**src/rtl/accum_writeback_drain_if.sv**
```systemverilog
// Write-back read port of the accumulation buffer plus the ofmap output stream.
// master = drain engine, slave = buffer/stream side.
interface accum_writeback_drain_if #(
    parameter int DATA_WIDTH      = 64,
    parameter int BANK_ADDR_WIDTH = 7
);
    logic                       ren_wb;
    logic [BANK_ADDR_WIDTH-1:0] radr_wb;
    logic [DATA_WIDTH-1:0]      rdata_wb;
    logic [DATA_WIDTH-1:0]      ofmap_data;
    logic                       ofmap_valid;
    logic                       ofmap_ready;

    modport master (
        output ren_wb, radr_wb, ofmap_data, ofmap_valid,
        input  rdata_wb, ofmap_ready
    );

    modport slave (
        input  ren_wb, radr_wb, ofmap_data, ofmap_valid,
        output rdata_wb, ofmap_ready
    );
endinterface

```
**src/rtl/accum_writeback_drain.sv**
```systemverilog
// Drains num_words accumulation words from the write-back port onto the ofmap
// stream through a 2-entry FIFO, issuing reads only when a slot is guaranteed.
module accum_writeback_drain #(
    parameter int DATA_WIDTH      = 64,
    parameter int BANK_ADDR_WIDTH = 7
) (
    input  logic                     clk,
    input  logic                     rst_n,
    input  logic                     start,
    input  logic [BANK_ADDR_WIDTH:0] num_words,
    output logic                     busy,
    output logic                     done,
    accum_writeback_drain_if.master  wb
);
    localparam logic [1:0] S_IDLE = 2'd0;
    localparam logic [1:0] S_READ = 2'd1;
    localparam logic [1:0] S_WAIT = 2'd2;
    localparam logic [1:0] S_DONE = 2'd3;

    logic [1:0]                      state_q, state_d;
    logic [BANK_ADDR_WIDTH:0]        num_q, num_d;
    logic [BANK_ADDR_WIDTH:0]        addr_q, addr_d;
    logic                            pend_q, pend_d;
    logic [1:0][DATA_WIDTH-1:0]      mem_q, mem_d;
    logic                            rd_ptr_q, rd_ptr_d;
    logic                            wr_ptr_q, wr_ptr_d;
    logic [1:0]                      count_q, count_d;

    logic       pop;
    logic       push;
    logic       ren;
    logic [1:0] occ;

    always_comb begin
        pop  = (count_q != 2'd0) && wb.ofmap_ready;
        push = pend_q;
        // Occupancy counts data still in flight so a read never lands on a full FIFO.
        occ  = count_q + {1'b0, pend_q};
        ren  = (state_q == S_READ) && ((occ - {1'b0, pop}) < 2'd2);

        state_d  = state_q;
        num_d    = num_q;
        addr_d   = addr_q;
        pend_d   = ren;
        mem_d    = mem_q;
        rd_ptr_d = rd_ptr_q;
        wr_ptr_d = wr_ptr_q;
        count_d  = count_q + {1'b0, push} - {1'b0, pop};

        if (push) begin
            mem_d[wr_ptr_q] = wb.rdata_wb;
            wr_ptr_d        = ~wr_ptr_q;
        end
        if (pop) begin
            rd_ptr_d = ~rd_ptr_q;
        end

        case (state_q)
            S_IDLE: begin
                if (start) begin
                    num_d   = num_words;
                    addr_d  = '0;
                    state_d = (num_words == '0) ? S_DONE : S_READ;
                end
            end
            S_READ: begin
                if (ren) begin
                    addr_d = addr_q + 1'b1;
                    if (addr_q == num_q - 1'b1) state_d = S_WAIT;
                end
            end
            S_WAIT: begin
                // Last word leaves when the only entry pops with nothing in flight.
                if (pop && (count_q == 2'd1) && !pend_q) state_d = S_DONE;
            end
            default: state_d = S_IDLE;
        endcase
    end

    always_ff @(posedge clk) begin
        if (!rst_n) begin
            state_q  <= S_IDLE;
            num_q    <= '0;
            addr_q   <= '0;
            pend_q   <= 1'b0;
            mem_q    <= '0;
            rd_ptr_q <= 1'b0;
            wr_ptr_q <= 1'b0;
            count_q  <= 2'd0;
        end else begin
            state_q  <= state_d;
            num_q    <= num_d;
            addr_q   <= addr_d;
            pend_q   <= pend_d;
            mem_q    <= mem_d;
            rd_ptr_q <= rd_ptr_d;
            wr_ptr_q <= wr_ptr_d;
            count_q  <= count_d;
        end
    end

    assign wb.ren_wb      = ren;
    assign wb.radr_wb     = ren ? addr_q[BANK_ADDR_WIDTH-1:0] : '0;
    assign wb.ofmap_data  = mem_q[rd_ptr_q];
    assign wb.ofmap_valid = (count_q != 2'd0);
    assign busy           = (state_q != S_IDLE);
    assign done           = (state_q == S_DONE);
endmodule
```
**src/flat_wrapper.sv**
```systemverilog
// flat-port wrapper written by rule: the top's interface ports become plain ports
module accum_writeback_drain_flat 
#(
    parameter int DATA_WIDTH      = 64,
    parameter int BANK_ADDR_WIDTH = 7
)
  (clk, rst_n, start, num_words, busy, done, wb_ren_wb, wb_radr_wb, wb_ofmap_data, wb_ofmap_valid, wb_rdata_wb, wb_ofmap_ready);
  accum_writeback_drain_if #(.DATA_WIDTH(DATA_WIDTH), .BANK_ADDR_WIDTH(BANK_ADDR_WIDTH)) wb_i ();
  input  logic clk;
  input  logic rst_n;
  input  logic start;
  input  logic [BANK_ADDR_WIDTH:0] num_words;
  output logic busy;
  output logic done;
  output wire logic [$bits(wb_i.ren_wb)-1:0] wb_ren_wb;
  output wire logic [$bits(wb_i.radr_wb)-1:0] wb_radr_wb;
  output wire logic [$bits(wb_i.ofmap_data)-1:0] wb_ofmap_data;
  output wire logic [$bits(wb_i.ofmap_valid)-1:0] wb_ofmap_valid;
  input wire logic [$bits(wb_i.rdata_wb)-1:0] wb_rdata_wb;
  input wire logic [$bits(wb_i.ofmap_ready)-1:0] wb_ofmap_ready;
  assign wb_ren_wb = wb_i.ren_wb;
  assign wb_radr_wb = wb_i.radr_wb;
  assign wb_ofmap_data = wb_i.ofmap_data;
  assign wb_ofmap_valid = wb_i.ofmap_valid;
  assign wb_i.rdata_wb = wb_rdata_wb;
  assign wb_i.ofmap_ready = wb_ofmap_ready;
  accum_writeback_drain #(.DATA_WIDTH(DATA_WIDTH), .BANK_ADDR_WIDTH(BANK_ADDR_WIDTH)) u_core (.clk(clk), .rst_n(rst_n), .start(start), .num_words(num_words), .busy(busy), .done(done), .wb(wb_i));
endmodule
```
**config.mk**
```make
export PLATFORM = sky130hd
export DESIGN_NAME = accum_writeback_drain_flat
export DESIGN_NICKNAME = d
export VERILOG_FILES = /design/src/rtl/accum_writeback_drain_if.sv /design/src/rtl/accum_writeback_drain.sv /design/src/flat_wrapper.sv
export SDC_FILE = /design/constraint.sdc
export NUM_CORES = 1
export LEC_CHECK = 0
export CORE_ASPECT_RATIO = 2
export CORE_UTILIZATION = 25
export DETAILED_ROUTE_END_ITERATION = 8
export HOLD_SLACK_MARGIN = 0.05
export PLACE_DENSITY = 0.54
export SETUP_SLACK_MARGIN = 0.15
export SLEW_MARGIN = 20
export SYNTH_ARGS = -nofsm -noshare
export SYNTH_HDL_FRONTEND = slang
export SYNTH_SLANG_ARGS = --single-unit
export TNS_END_PERCENT = 30
```
**constraint.sdc**
```tcl
create_clock -name clk -period 3.2 [get_ports clk]
set_input_delay 0.48 -clock clk [delete_from_list [all_inputs] [get_ports clk]]
set_output_delay 0.48 -clock clk [all_outputs]
set_load 0.02 [all_outputs]
```
# Word-level counts from Yosys, hierarchy flattened
# Cells that the tools add are included.
word_totals:
  out_inout_bits: 75
  reg_bits: 151
  word_cells: 57
op_classes:
  bitwise: 2
  add_sub_neg: 4
  reduce_logical: 14
  muxes: 15
  n_lt_le_gt_ge: 4
  n_eq_ne: 9
ops:
  columns: ["operator", "n"]
  rows:
  - ["two-way mux 64 bit", 3]
  - ["bitwise mux 128 bit", 1]
  - ["demux 64 bit (select 1 bit)", 1]
  - ["two-way mux 8 bit", 2]
  - ["one-hot mux 8 bit (2 select lines)", 1]
  - ["two-way mux 2 bit", 5]
  - ["adder 8 x 1 -> 8 bit (second input constant)", 1]
  - ["== test 8 bit", 1]
  - ["zero test 8 bit", 1]
  - ["subtractor 8 x 1 -> 8 bit (second input constant)", 1]
  - ["two-way mux 7 bit", 1]
  - ["one-hot mux 2 bit (3 select lines)", 1]
  - ["nonzero test 2 bit", 3]
  - ["logical AND 1 bit", 5]
  - ["== test 2 x 1 -> 1 bit (second input constant)", 2]
  - ["== test 2 bit (second input constant)", 2]
  - ["less-than comparator 1 x 2 -> 1 bit (second input constant)", 2]
  - ["!= test 2 x 1 -> 1 bit (second input constant)", 2]
  - ["!= test 2 bit (second input constant)", 2]
  - ["AND reduction 4 bit", 1]
  - ["AND reduction 3 bit", 1]
  - ["adder 2 x 1 -> 2 bit", 1]
  - ["zero test 2 bit", 1]
  - ["less-than comparator 2 bit (second input constant)", 1]
  - ["5 further kinds", 6]

# Logic depth before layout (Yosys ltp)
depth:
  depth_word: 7
  depth_mapped: 11
  mapped_depth_nobuf: 11

# Worst setup path after synthesis
# No wires, ideal clock.
synth_path:
  kind: "register to output"
  from: "reg u_core.count_q[1]"
  to: "out wb_ren_wb"
  stages_incl_launch_ff: 9
  setup_slack_ps: 527
  required_time_ps: 2720
  path_buffers: 1
  arrival_ps: 2193
  path_cell_list: "dfxtp_1 or2_2 and2_1 ha_1 inv_1 ha_1 xnor3_1 clkbuf_1 and2_1"
synth_via:
  elab_chain_len: 5
  elab_cells_between_ends: 6
synth_lines:
  columns: ["item", "line", "text"]
  rows:
  - ["start: declaration", "accum_writeback_drain.sv:27", "logic [1:0] count_q, count_d;"]
  - ["start signal: assignment", "accum_writeback_drain.sv:98", "count_q <= count_d;"]
  - ["nonzero test 2 bit", null, null]
  - ["via wb_ofmap_valid", "flat_wrapper.sv:18", "output wire logic [$bits(wb_i.ofmap_valid)-1:0] wb_ofmap_valid;"]
  - ["logical AND 1 bit", "accum_writeback_drain.sv:35", "pop = (count_q != 2'd0) && wb.ofmap_ready;"]
  - ["via u_core.pop", "accum_writeback_drain.sv:29", "logic pop;"]
  - ["subtractor 2 x 1 -> 2 bit", "accum_writeback_drain.sv:39", "ren = (state_q == S_READ) && ((occ - {1'b0, pop}) < 2'd2);"]
  - ["less-than comparator 2 bit", "accum_writeback_drain.sv:39", null]
  - ["logical AND 1 bit", "accum_writeback_drain.sv:39", null]
  - ["end: declaration", "flat_wrapper.sv:15", "output wire logic [$bits(wb_i.ren_wb)-1:0] wb_ren_wb;"]
# The timed path passes the listed nets, and every way through them passes these cells.

# Worst setup path in the final report
layout_path:
  from: "reg u_core.count_q[1]"
  to: "out wb_radr_wb[6]"
layout_via:
  elab_chain_len: 6
  elab_cells_between_ends: 7
layout_lines:
  columns: ["item", "line", "text"]
  rows:
  - ["nonzero test 2 bit", "accum_writeback_drain.sv:35", null]
  - ["logical AND 1 bit", "accum_writeback_drain.sv:35", null]
  - ["via u_core.pop", "accum_writeback_drain.sv:29", null]
  - ["subtractor 2 x 1 -> 2 bit", "accum_writeback_drain.sv:39", null]
  - ["less-than comparator 2 bit", "accum_writeback_drain.sv:39", null]
  - ["logical AND 1 bit", "accum_writeback_drain.sv:39", null]
  - ["two-way mux 7 bit", "accum_writeback_drain.sv:103", "assign wb.radr_wb = ren ? addr_q[BANK_ADDR_WIDTH-1:0] : '0;"]
  - ["end: declaration", "flat_wrapper.sv:16", "output wire logic [$bits(wb_i.radr_wb)-1:0] wb_radr_wb;"]
# The timed path passes the listed nets, and every way through them passes these cells.

==> summary.md <==
| Metric | Value |
|---|---|
| Top cells by count, synth | 273 x nand2_1, 151 x dfxtp_1, 139 x a21boi_0 |
| Starting Density | approximately a quarter |
| Power Total | 5.883 mW |
| Number of remaining DRC errors | 0 |
| GRT Resource Usage Total | between 15 and 20% |
| FF-to-FF Start | u_core.count_q[1]$_SDFF_PN0_ |
| Yosys top cell by area | dfxtp_1 |
| Num rows | between 80 and 90 |
| Vias per Instance | ~4.5 |
| Final setup fails | 0 |
| Largest net degree at the start of global routing | 78 |
| Fill count | ~2800 |
| Core Box Area | between 20000 and 30000 um2 |
| Hold path startpoint | u_core.mem_q[113]$_SDFFE_PN0P_ |
| Pre-Repair DR Iteration Count | 4 |
| First-pass GRT wire length | 33000 um |
| Total of max-cap violations | 0 |
| Initial DRC Count | 163 |
| CTS tree | done |
| Syn Std Cell Area | 6854 um2 |
| RePlAce Congestion | 0.7548 |
| Num CTS Buffers | 17 |
| Post-synth EDFFs | 0 |
| Leakage | approximately 3.3 nW |
| VDD IR-drop max | between 0.3 and 0.4 mV |
| Clk sinks | around 150 |
| Fin cells | roughly 1300 |
| Worst setup path class | reg2out |
| RSZ-0062 raised after global routing | yes |
| Worst EP arrival | approximately 2600 ps |
| Final Cell Area | between 9000 and 10000 um2 |
| Buffers on Ports | 150 |
| Dominant cells by area after synthesis | dfxtp_1 44%, a21boi_0 15%, nand2_1 15% |
| H-tree levels | 4 |
| Crit. End Element | primary output |
| CP Max Fanout | 5 |
| Power Density | 629.7 nW/um2 |
| Vias in the first global route | 5911 |
| Syn Nets | about 880 |
| Die footprint | roughly 28000 um2 |
| Util after Layout | a little over a third |
| CTS root buf | clkbuf_16 |
| Vias | roughly 5800 |
| Tmin final | between 3000 and 4000 ps |
| Clock insertion delay at the later pin of the skew report | between 400 and 500 ps |
| Detailed Place HPWL | ~14000 um |
| Mean post-synth cell area | between 8 and 9 um2 |
| Fin. Hold Viols | 0 |
| Met1 Use GR | 14.60% |
| Synth Instances | around 800 |
| HP Class | reg2reg |
| Met2 GRT Util | between 30% and 40% |
| Cell count after placement | around 1300 |
| Tcrit/Tclk final | a little over nine tenths |
| Synth unique cells | 43 |
| Skew final | a little over 10 ps |
| Initial antenna violation count | 1 |
| Area delta synth->final | 36.31% |
| Die extent in x | roughly 120 um |
| Pins Over Slew Limit | 0 |
| Placed Area | about 9000 um2 |
| Max Fclk | between 300 and 400 MHz |
| GRT busiest layer | met2 |
| Seq/Total Area, Yosys | 44.10% |
| Most frequent cell after synthesis | nand2_1 |
| Slew Limit Headroom | between 50 and 60% |
| Crit path launch | u_core.count_q[1]$_SDFF_PN0_ |
| Total gr overflow | 0 |
| Status | completed |
| Die height | 236.2 um |
| # IOs | 151 |
| Avg WL per Cell | between 15 and 20 um |
| Critical Path Start Type | register |
| Ys Warns | 0 |
| Worst EP required | roughly 2700 ps |
| Setup TNS | 0 ps |
| Clk buf depth | 2 |
| Main synth FF type | dfxtp_1 |
| Number of nets in the layout | 1017 |
| Post-synthesis register bit count | 151 |
| Post-synthesis async set-or-reset flop share | 0% |
| Clk slew on worst S/H paths | about 70 ps |
| Slew of the pin with the lowest slew margin | 713.7 ps |
| Synth top area share | 44.10% |
| Fraction of layout cells with a size suffix above 1 | between 10% and 20% |
| Global-route met3 utilization | under 10% |
| Total wire length | about 21000 um |
| DRT antenna net count | 0 |
## sequential cells by signal, summed over array words and instances, names as in the netlist
| name | cells |
|---|---|
| u_core.mem_q | 128 |
| u_core.num_q | 8 |
| u_core.count_q | 2 |
| u_core.wr_ptr_q | 1 |
| u_core.rd_ptr_q | 1 |
| u_core.pend_q | 1 |
| u_core.addr_q | 8 |
| u_core.state_q | 2 |
## where the power goes
group	switching, mW	internal [mW]
combinational	0.950	0.845
sequential	0.173	2.06
clock	0.835	1.02
total	1.96	3.93
## cell usage in the layout (no fill, tap or decap), drive strengths merged, types with 6 or more instances in the layout
cell type	synthesis	routed
buf	6	23
clkdlybuf4s50	0	141
mux2	64	64
clkinvlp	0	6
a21boi	139	139
ha	8	8
xor2	8	8
dfxtp	151	151
inv	8	9
nand3	15	15
clkbuf	48	21
nand2	273	273
nor2	10	10
xnor2	10	10
and3	10	10
o21ai	6	6
## repair_timing
item	4_1_cts	5_1_grt
gates resized for setup	26	1
pin swaps	1	0
setup endpoints to repair	8	6
buffers inserted	1	0
hold buffers	0	0
cloned	1	0
## path summary, 6_finish.rpt
kind                                    end  slack (ps)  cells after the start
max                           wb_radr_wb[6]         170                      8
min          u_core.mem_q[113]$_SDFFE_PN0P_         460                      2
max reg2reg   u_core.addr_q[5]$_SDFFE_PN0P_         380                     14
min reg2reg  u_core.mem_q[113]$_SDFFE_PN0P_         460                      2
## metal layers
metal	vias up	part of all wire, %
met5	-	0
met4	0	1.5
met3	19	3.3
met2	108	59
met1	2769	36
li1	2927	-
## area by class of cell
| cell class | count | area, um2 | area share (%) |
|---|---|---|---|
| Multi-Input combinational cell | 585 | 3636 | 38.92 |
| Inverter | 8 | 30.03 | 0.3214 |
| Clock buffer | 20 | 456.7 | 4.888 |
| Antenna cell | 1 | 2.502 | 0.02678 |
| Sequential cell | 151 | 3028 | 32.41 |
| Clock inverter | 12 | 78.83 | 0.8437 |
| Tap cell | 348 | 435.4 | 4.661 |
| Timing Repair Buffer | 170 | 1675 | 17.93 |
## cell families after synthesis
| family | count (synthesis) | synth area share [%] |
|---|---|---|
| fa+ha+maj | 8 | 1.460 |
| xor+xnor | 19 | 2.629 |
| simple gates | 336 | 20.54 |
| flops | 151 | 44.10 |
| compound gates | 157 | 17.32 |
| mux | 64 | 10.51 |
| buf+inv | 62 | 3.432 |
## metrics by stage
| step | hold WS (ps) | worst slack [ps] |
|---|---|---|
| after detailed placement | 455.5 | -132.7 |
| after CTS | 464.3 | 121.7 |
| after global placement | 446.4 | -108.5 |
| after floorplan | 440.0 | 526.9 |
| final | 459.6 | 168.8 |
| after global routing | 479.1 | 56.82 |
## worst max-delay path, cell delays in order, from the launching register on
cell	delay (ps)
dfxtp_2	350
or2_2	310
and2_1	180
ha_1	290
inv_1	60
ha_2	180
xnor3_2	290
and3_1	200
clkdlybuf4s15_2	250
Note: power is estimated with default switching activity, not from simulation.
